--- config.mk ---
export PLATFORM = sky130hd
export DESIGN_NAME = id_ex_stage
export DESIGN_NICKNAME = d
export VERILOG_FILES = /design/src/rtl/id_ex_stage.sv
export SDC_FILE = /design/constraint.sdc
export NUM_CORES = 1
export LEC_CHECK = 0
export ABC_AREA = 1
export CAP_MARGIN = 0
export CORE_MARGIN = 4
export CORE_UTILIZATION = 29
export DETAILED_ROUTE_END_ITERATION = 10
export GPL_TIMING_DRIVEN = 0
export PLACE_DENSITY_LB_ADDON = 0.15
export SKIP_CTS_REPAIR_TIMING = 1
export SLEW_MARGIN = 0
export SYNTH_ARGS = -nofsm -noshare
export SYNTH_HDL_FRONTEND = slang
export SYNTH_SLANG_ARGS = --single-unit
--- constraint.sdc ---
create_clock -name clk -period 2.4 [get_ports clk]
set_input_delay 0.24 -clock clk [delete_from_list [all_inputs] [get_ports clk]]
set_output_delay 0.24 -clock clk [all_outputs]
set_load 0.05 [all_outputs]
--- src/rtl/id_ex_stage.sv ---
// ID/EX pipeline register: valid/ready capture, load-use bubble, flush, EX/MEM and MEM/WB forwarding.
// Optional macro ID_EX_FWD_EN enables forwarding; when undefined, any in-flight producer stalls its consumer.
module id_ex_stage #(
  parameter int unsigned XLEN   = 32,
  parameter int unsigned REG_AW = 5
) (
  input  logic              clk,
  input  logic              rst_n,
  input  logic              in_valid,
  output logic              in_ready,
  input  logic [XLEN-1:0]   in_pc,
  input  logic [REG_AW-1:0] in_rs1_addr,
  input  logic [REG_AW-1:0] in_rs2_addr,
  input  logic [XLEN-1:0]   in_rs1_data,
  input  logic [XLEN-1:0]   in_rs2_data,
  input  logic [XLEN-1:0]   in_imm,
  input  logic [REG_AW-1:0] in_rd_addr,
  input  logic [3:0]        in_alu_op,
  input  logic              in_alu_src_imm,
  input  logic              in_reg_write,
  input  logic              in_mem_read,
  input  logic              in_mem_write,
  input  logic              flush,
  input  logic              exm_reg_write,
  input  logic [REG_AW-1:0] exm_rd,
  input  logic [XLEN-1:0]   exm_data,
  input  logic              mwb_reg_write,
  input  logic [REG_AW-1:0] mwb_rd,
  input  logic [XLEN-1:0]   mwb_data,
  output logic              out_valid,
  input  logic              out_ready,
  output logic [XLEN-1:0]   alu_a,
  output logic [XLEN-1:0]   alu_b,
  output logic [XLEN-1:0]   store_data,
  output logic [3:0]        alu_op,
  output logic [XLEN-1:0]   out_pc,
  output logic [REG_AW-1:0] out_rd,
  output logic              out_reg_write,
  output logic              out_mem_read,
  output logic              out_mem_write
);

  logic              r_valid;
  logic [XLEN-1:0]   r_pc;
  logic [REG_AW-1:0] r_rs1_addr;
  logic [REG_AW-1:0] r_rs2_addr;
  logic [XLEN-1:0]   r_rs1_data;
  logic [XLEN-1:0]   r_rs2_data;
  logic [XLEN-1:0]   r_imm;
  logic [REG_AW-1:0] r_rd;
  logic [3:0]        r_alu_op;
  logic              r_alu_src_imm;
  logic              r_reg_write;
  logic              r_mem_read;
  logic              r_mem_write;

  logic              w_load;
  logic              w_lu_stall;
  logic              w_src_match;
  logic [XLEN-1:0]   w_fwd_rs1;
  logic [XLEN-1:0]   w_fwd_rs2;

  // Incoming instruction reads the register the held instruction will write
  assign w_src_match = (in_rs1_addr == r_rd) ||
                       ((in_rs2_addr == r_rd) && !in_alu_src_imm);

`ifdef ID_EX_FWD_EN
  assign w_lu_stall = r_valid && r_mem_read && (r_rd != '0) && in_valid && w_src_match;

  // EX/MEM has priority over MEM/WB; x0 is never forwarded
  always_comb begin
    w_fwd_rs1 = r_rs1_data;
    w_fwd_rs2 = r_rs2_data;
    if (exm_reg_write && (exm_rd != '0) && (exm_rd == r_rs1_addr))
      w_fwd_rs1 = exm_data;
    else if (mwb_reg_write && (mwb_rd != '0) && (mwb_rd == r_rs1_addr))
      w_fwd_rs1 = mwb_data;
    if (exm_reg_write && (exm_rd != '0) && (exm_rd == r_rs2_addr))
      w_fwd_rs2 = exm_data;
    else if (mwb_reg_write && (mwb_rd != '0) && (mwb_rd == r_rs2_addr))
      w_fwd_rs2 = mwb_data;
  end
`else
  logic w_unused_fwd;

  // Without bypass paths any held producer blocks a dependent consumer
  assign w_lu_stall = r_valid && (r_mem_read || r_reg_write) && (r_rd != '0) &&
                      in_valid && w_src_match;
  assign w_fwd_rs1  = r_rs1_data;
  assign w_fwd_rs2  = r_rs2_data;
  assign w_unused_fwd = ^{exm_reg_write, exm_rd, exm_data, mwb_reg_write, mwb_rd,
                          mwb_data, r_rs1_addr, r_rs2_addr};
`endif

  assign in_ready = (!r_valid || out_ready) && !w_lu_stall && !flush;
  assign w_load   = in_valid && in_ready;

  always_ff @(posedge clk or negedge rst_n) begin
    if (!rst_n) begin
      r_valid       <= 1'b0;
      r_pc          <= '0;
      r_rs1_addr    <= '0;
      r_rs2_addr    <= '0;
      r_rs1_data    <= '0;
      r_rs2_data    <= '0;
      r_imm         <= '0;
      r_rd          <= '0;
      r_alu_op      <= '0;
      r_alu_src_imm <= 1'b0;
      r_reg_write   <= 1'b0;
      r_mem_read    <= 1'b0;
      r_mem_write   <= 1'b0;
    end else if (flush) begin
      r_valid <= 1'b0;
    end else if (w_load) begin
      r_valid       <= 1'b1;
      r_pc          <= in_pc;
      r_rs1_addr    <= in_rs1_addr;
      r_rs2_addr    <= in_rs2_addr;
      r_rs1_data    <= in_rs1_data;
      r_rs2_data    <= in_rs2_data;
      r_imm         <= in_imm;
      r_rd          <= in_rd_addr;
      r_alu_op      <= in_alu_op;
      r_alu_src_imm <= in_alu_src_imm;
      r_reg_write   <= in_reg_write;
      r_mem_read    <= in_mem_read;
      r_mem_write   <= in_mem_write;
    end else if (r_valid && out_ready) begin
      r_valid <= 1'b0;
    end
  end

  assign out_valid     = r_valid;
  assign alu_a         = w_fwd_rs1;
  assign alu_b         = r_alu_src_imm ? r_imm : w_fwd_rs2;
  assign store_data    = w_fwd_rs2;
  assign alu_op        = r_alu_op;
  assign out_pc        = r_pc;
  assign out_rd        = r_rd;
  assign out_reg_write = r_reg_write & r_valid;
  assign out_mem_read  = r_mem_read  & r_valid;
  assign out_mem_write = r_mem_write & r_valid;

endmodule

==> results.cfg <==
[yosys]
ys_top_cells_by_area = dfrtp_1 55%, nand2_1 18%, nand4_1 14%
ys.flop_type = dfrtp_1
syn_avg_cell_area_um2 = 8.86
yosys_warnings = 0
synthSimpleGateAreaFrac_pct = 32.9
postSynthCellCount = 730
synth_common_cells = 314 x nand2_1, 142 x dfrtp_1, 141 x nand4_1, 32 x clkbuf_1, 32 x mux2_2
synth-seq-cells = 142
seq_area_frac_synth_pct = 54.9
synth_nets = 962
synth_top_family_by_area = simple AND/OR/NAND/NOR gates
synth_compound_area_share_pct = 0.290
yosys.area.top_type = dfrtp_1
synth_xor_area_share_pct = 0.135
yosysMostFrequentCell = nand2_1
async_flop_share_pct = 100
yosysUniqueCellTypes = 18
synthAdderAreaFrac_pct = 0
synth.mux.area_fraction_pct = 5.57
synth_edf_count = 0
synth_area_um2 = 6470
synthDominantCellAreaShare_pct = 54.9

[global_route]
grt_start_max_net_pins = 81
antenna_found_initial = 0
grt_overflow_total = 0
grt.total_usage_pct = 18.9
grt_pass1_vias = 6429
grt_pass1_wl_um = 36500

[routing]
vias_per_cell = 4.73
drc = 0
wl_um = 23700
routedWlPerCell_um = 17.7
vias = 6332
dr.pass1.iters = 6
drt_iter0_drc = 283
ant_nets = 0

[floorplanning]
io_pins = 374
die_w_um = 157
design.die.area_um2 = 24800
coreArea_um2 = 21900
die_h_um = 157
num_rows = 54
floorplan.initialDensity_pct = 29.5

[clocking]
cts_tree = yes
clk_latency_ns = 0.42
cts_sinks = 142
clk_root_buffer_cell = clkbuf_16
numCtsBuffers = 17
clk_path_buf_depth = 2
clk_pin_slew_worst_paths_ns = 0.07
cts-htree-levels = 4

[timing]
fmax_mhz = 437
fin_ws_ns = 0.114
setup_viol = 0
maxSlewHeadroom_pct = 52.2
fin_crit_sh_pct = 95.3
rsz0062_at_grt = yes
tns_ns = 0
finalHoldViolCount = 0
timing.final.crit_period_ns = 2.29
slew_violations = 0
tightest_slew_ns = 0.717
skew_ns = 0.00954

[setup_path]
cpMaxStageDelayCell = dfrtp_1
timing.rr.end = r_imm[27]
worstSetupPathDepth = 9
cp-start-kind = flop
rr_worst_depth = 5
cp_cell_sequence = nand2_1 -> inv_2 -> o21ai_1 -> nor2_1 -> nand2_2 -> buf_6 -> nand2_1 -> nor2_2 -> clkbuf_4
cp-startpoint = out_valid
setup.worst_path.end = in_ready
endpoint_kind = output port
critPathRequiredTime_ns = 2.16
critPathMaxFanout = 10
cpLargestDelayFamily = simple AND/OR/NAND/NOR gates
rrSetupSlack_ns = 0.29
r2r-start = out_valid
path_common_cell = nand2_1
slowest_delay_ns = 0.46
path_buf_inv = 3
cp_data_arrival_time_ns = 2.05
critical_path_class = flop to output port

[run_status]
status = completed

[pwr]
power_density_nw_per_um2 = 858
p_leak_nw = 5.26
ir_drop_mv = 0.406

[place]
gp_congestion = 0.815
io_buffer_count = 296
dp_worst_setup_slack_ns = -0.526
dp.final_hpwl_um = 17500

[hold_path]
hold_path_class = input port to async pin

[finish]
antenna_cells = 0
drive_above_1_share_pct = 10.1
areaGrowthSynthToFinish_pct = 62.0
num-nets-final = 1279

[run]
drv_cap = 0
## worst min path at each step
stage,from,endpoint,cells after the start
final,rst_n,alu_op[1],2
after global routing,in_rs1_data[18],alu_a[18],3
after CTS,rst_n,alu_op[1],1
after detailed placement,rst_n,alu_op[1],1
after global placement,r_imm[3],r_imm[3],2
after floorplan,rst_n,alu_a[0],0
## registers in the layout, summed over array words and instances (netlist names)
name	cells
out_rd	5
store_data	32
out_valid	1
alu_op	4
r_imm	32
out_pc	32
r_alu_src_imm	1
r_reg_write	1
r_mem_read	1
r_mem_write	1
alu_a	32
## final cells by class
| type | instances | area [um2] |
|---|---|---|
| clock inverters | 14 | 133 |
| inverters | 18 | 67.6 |
| fillers | 2132 | 11400 |
| flip-flops and latches | 142 | 3550 |
| multi-input cells | 505 | 2520 |
| repair buffers | 298 | 3080 |
| plain buffers | 65 | 347 |
| clock buffers | 18 | 429 |
| well taps | 280 | 350 |
## cell usage in the layout, fill, tap and decap left out, drive strengths merged
cell type | synthesis | routed
dlymetal6s2s | 0 | 32
xnor2 | 1 | 1
mux2 | 32 | 32
buf | 33 | 37
dlygate4sd3 | 0 | 1
clkbuf | 32 | 49
clkinvlp | 0 | 6
clkdlybuf4s50 | 0 | 262
nand3 | 4 | 4
nor3 | 1 | 1
clkinv | 0 | 2
bufinv | 0 | 1
nand2 | 315 | 315
o21ai | 2 | 2
nand4 | 141 | 141
nor2 | 8 | 8
a21oi | 1 | 1
inv | 18 | 23
dfrtp | 142 | 142
## kinds of logic after synthesis
logic type	count (synthesis)
flip-flops	142
AND/OR/NAND/NOR	469
AO/OA/AOI/OAI	3
buffers and inverters	83
multiplexers	32
XOR/XNOR	1
## power by group
| group | total, mW | internal (mW) | switching [mW] |
|---|---|---|---|
| Combinational | 3.42 | 1.21 | 2.21 |
| Sequential | 3.01 | 2.76 | 0.246 |
| Clock | 2.57 | 1.44 | 1.13 |
| Total | 8.99 | 5.41 | 3.58 |
## metal layers
| layer | global-route usage (%) | up-vias | routed length [um] |
|---|---|---|---|
| met3 | 5.55 | 25 | 1760 |
| met2 | 30.1 | 220 | 11000 |
| met1 | 25.1 | 2984 | 10500 |
| met5 | 0 | - | 0 |
| met4 | 5.28 | 0 | 467 |
| li1 | - | 3103 | - |
## per-stage QoR
stage | utilization [%] | area [um2] | hold slack (ns) | cells | power (mW)
after floorplan | - | 6470 | -0.0556 | 730 | 5.10
after global placement | 44.7 | 9780 | 0.452 | 1306 | 6.48
after detailed placement | 44.8 | 9810 | 0.275 | 1307 | 6.50
after CTS | 47.4 | 10400 | -0.170 | 1339 | 9.10
after global routing | 47.9 | 10500 | 0.382 | 1340 | 9.42
final | 47.9 | 10500 | 0.384 | 1340 | 8.99
## worst register-to-register path: cells and delay by family (launching register included)
family | cells | cell delay [ns]
buffers and inverters | 2 | 0.84
flip-flops | 1 | 0.46
AO/OA/AOI/OAI | 1 | 0.47
AND/OR/NAND/NOR | 2 | 0.27
(Power assumes the default switching activity.)
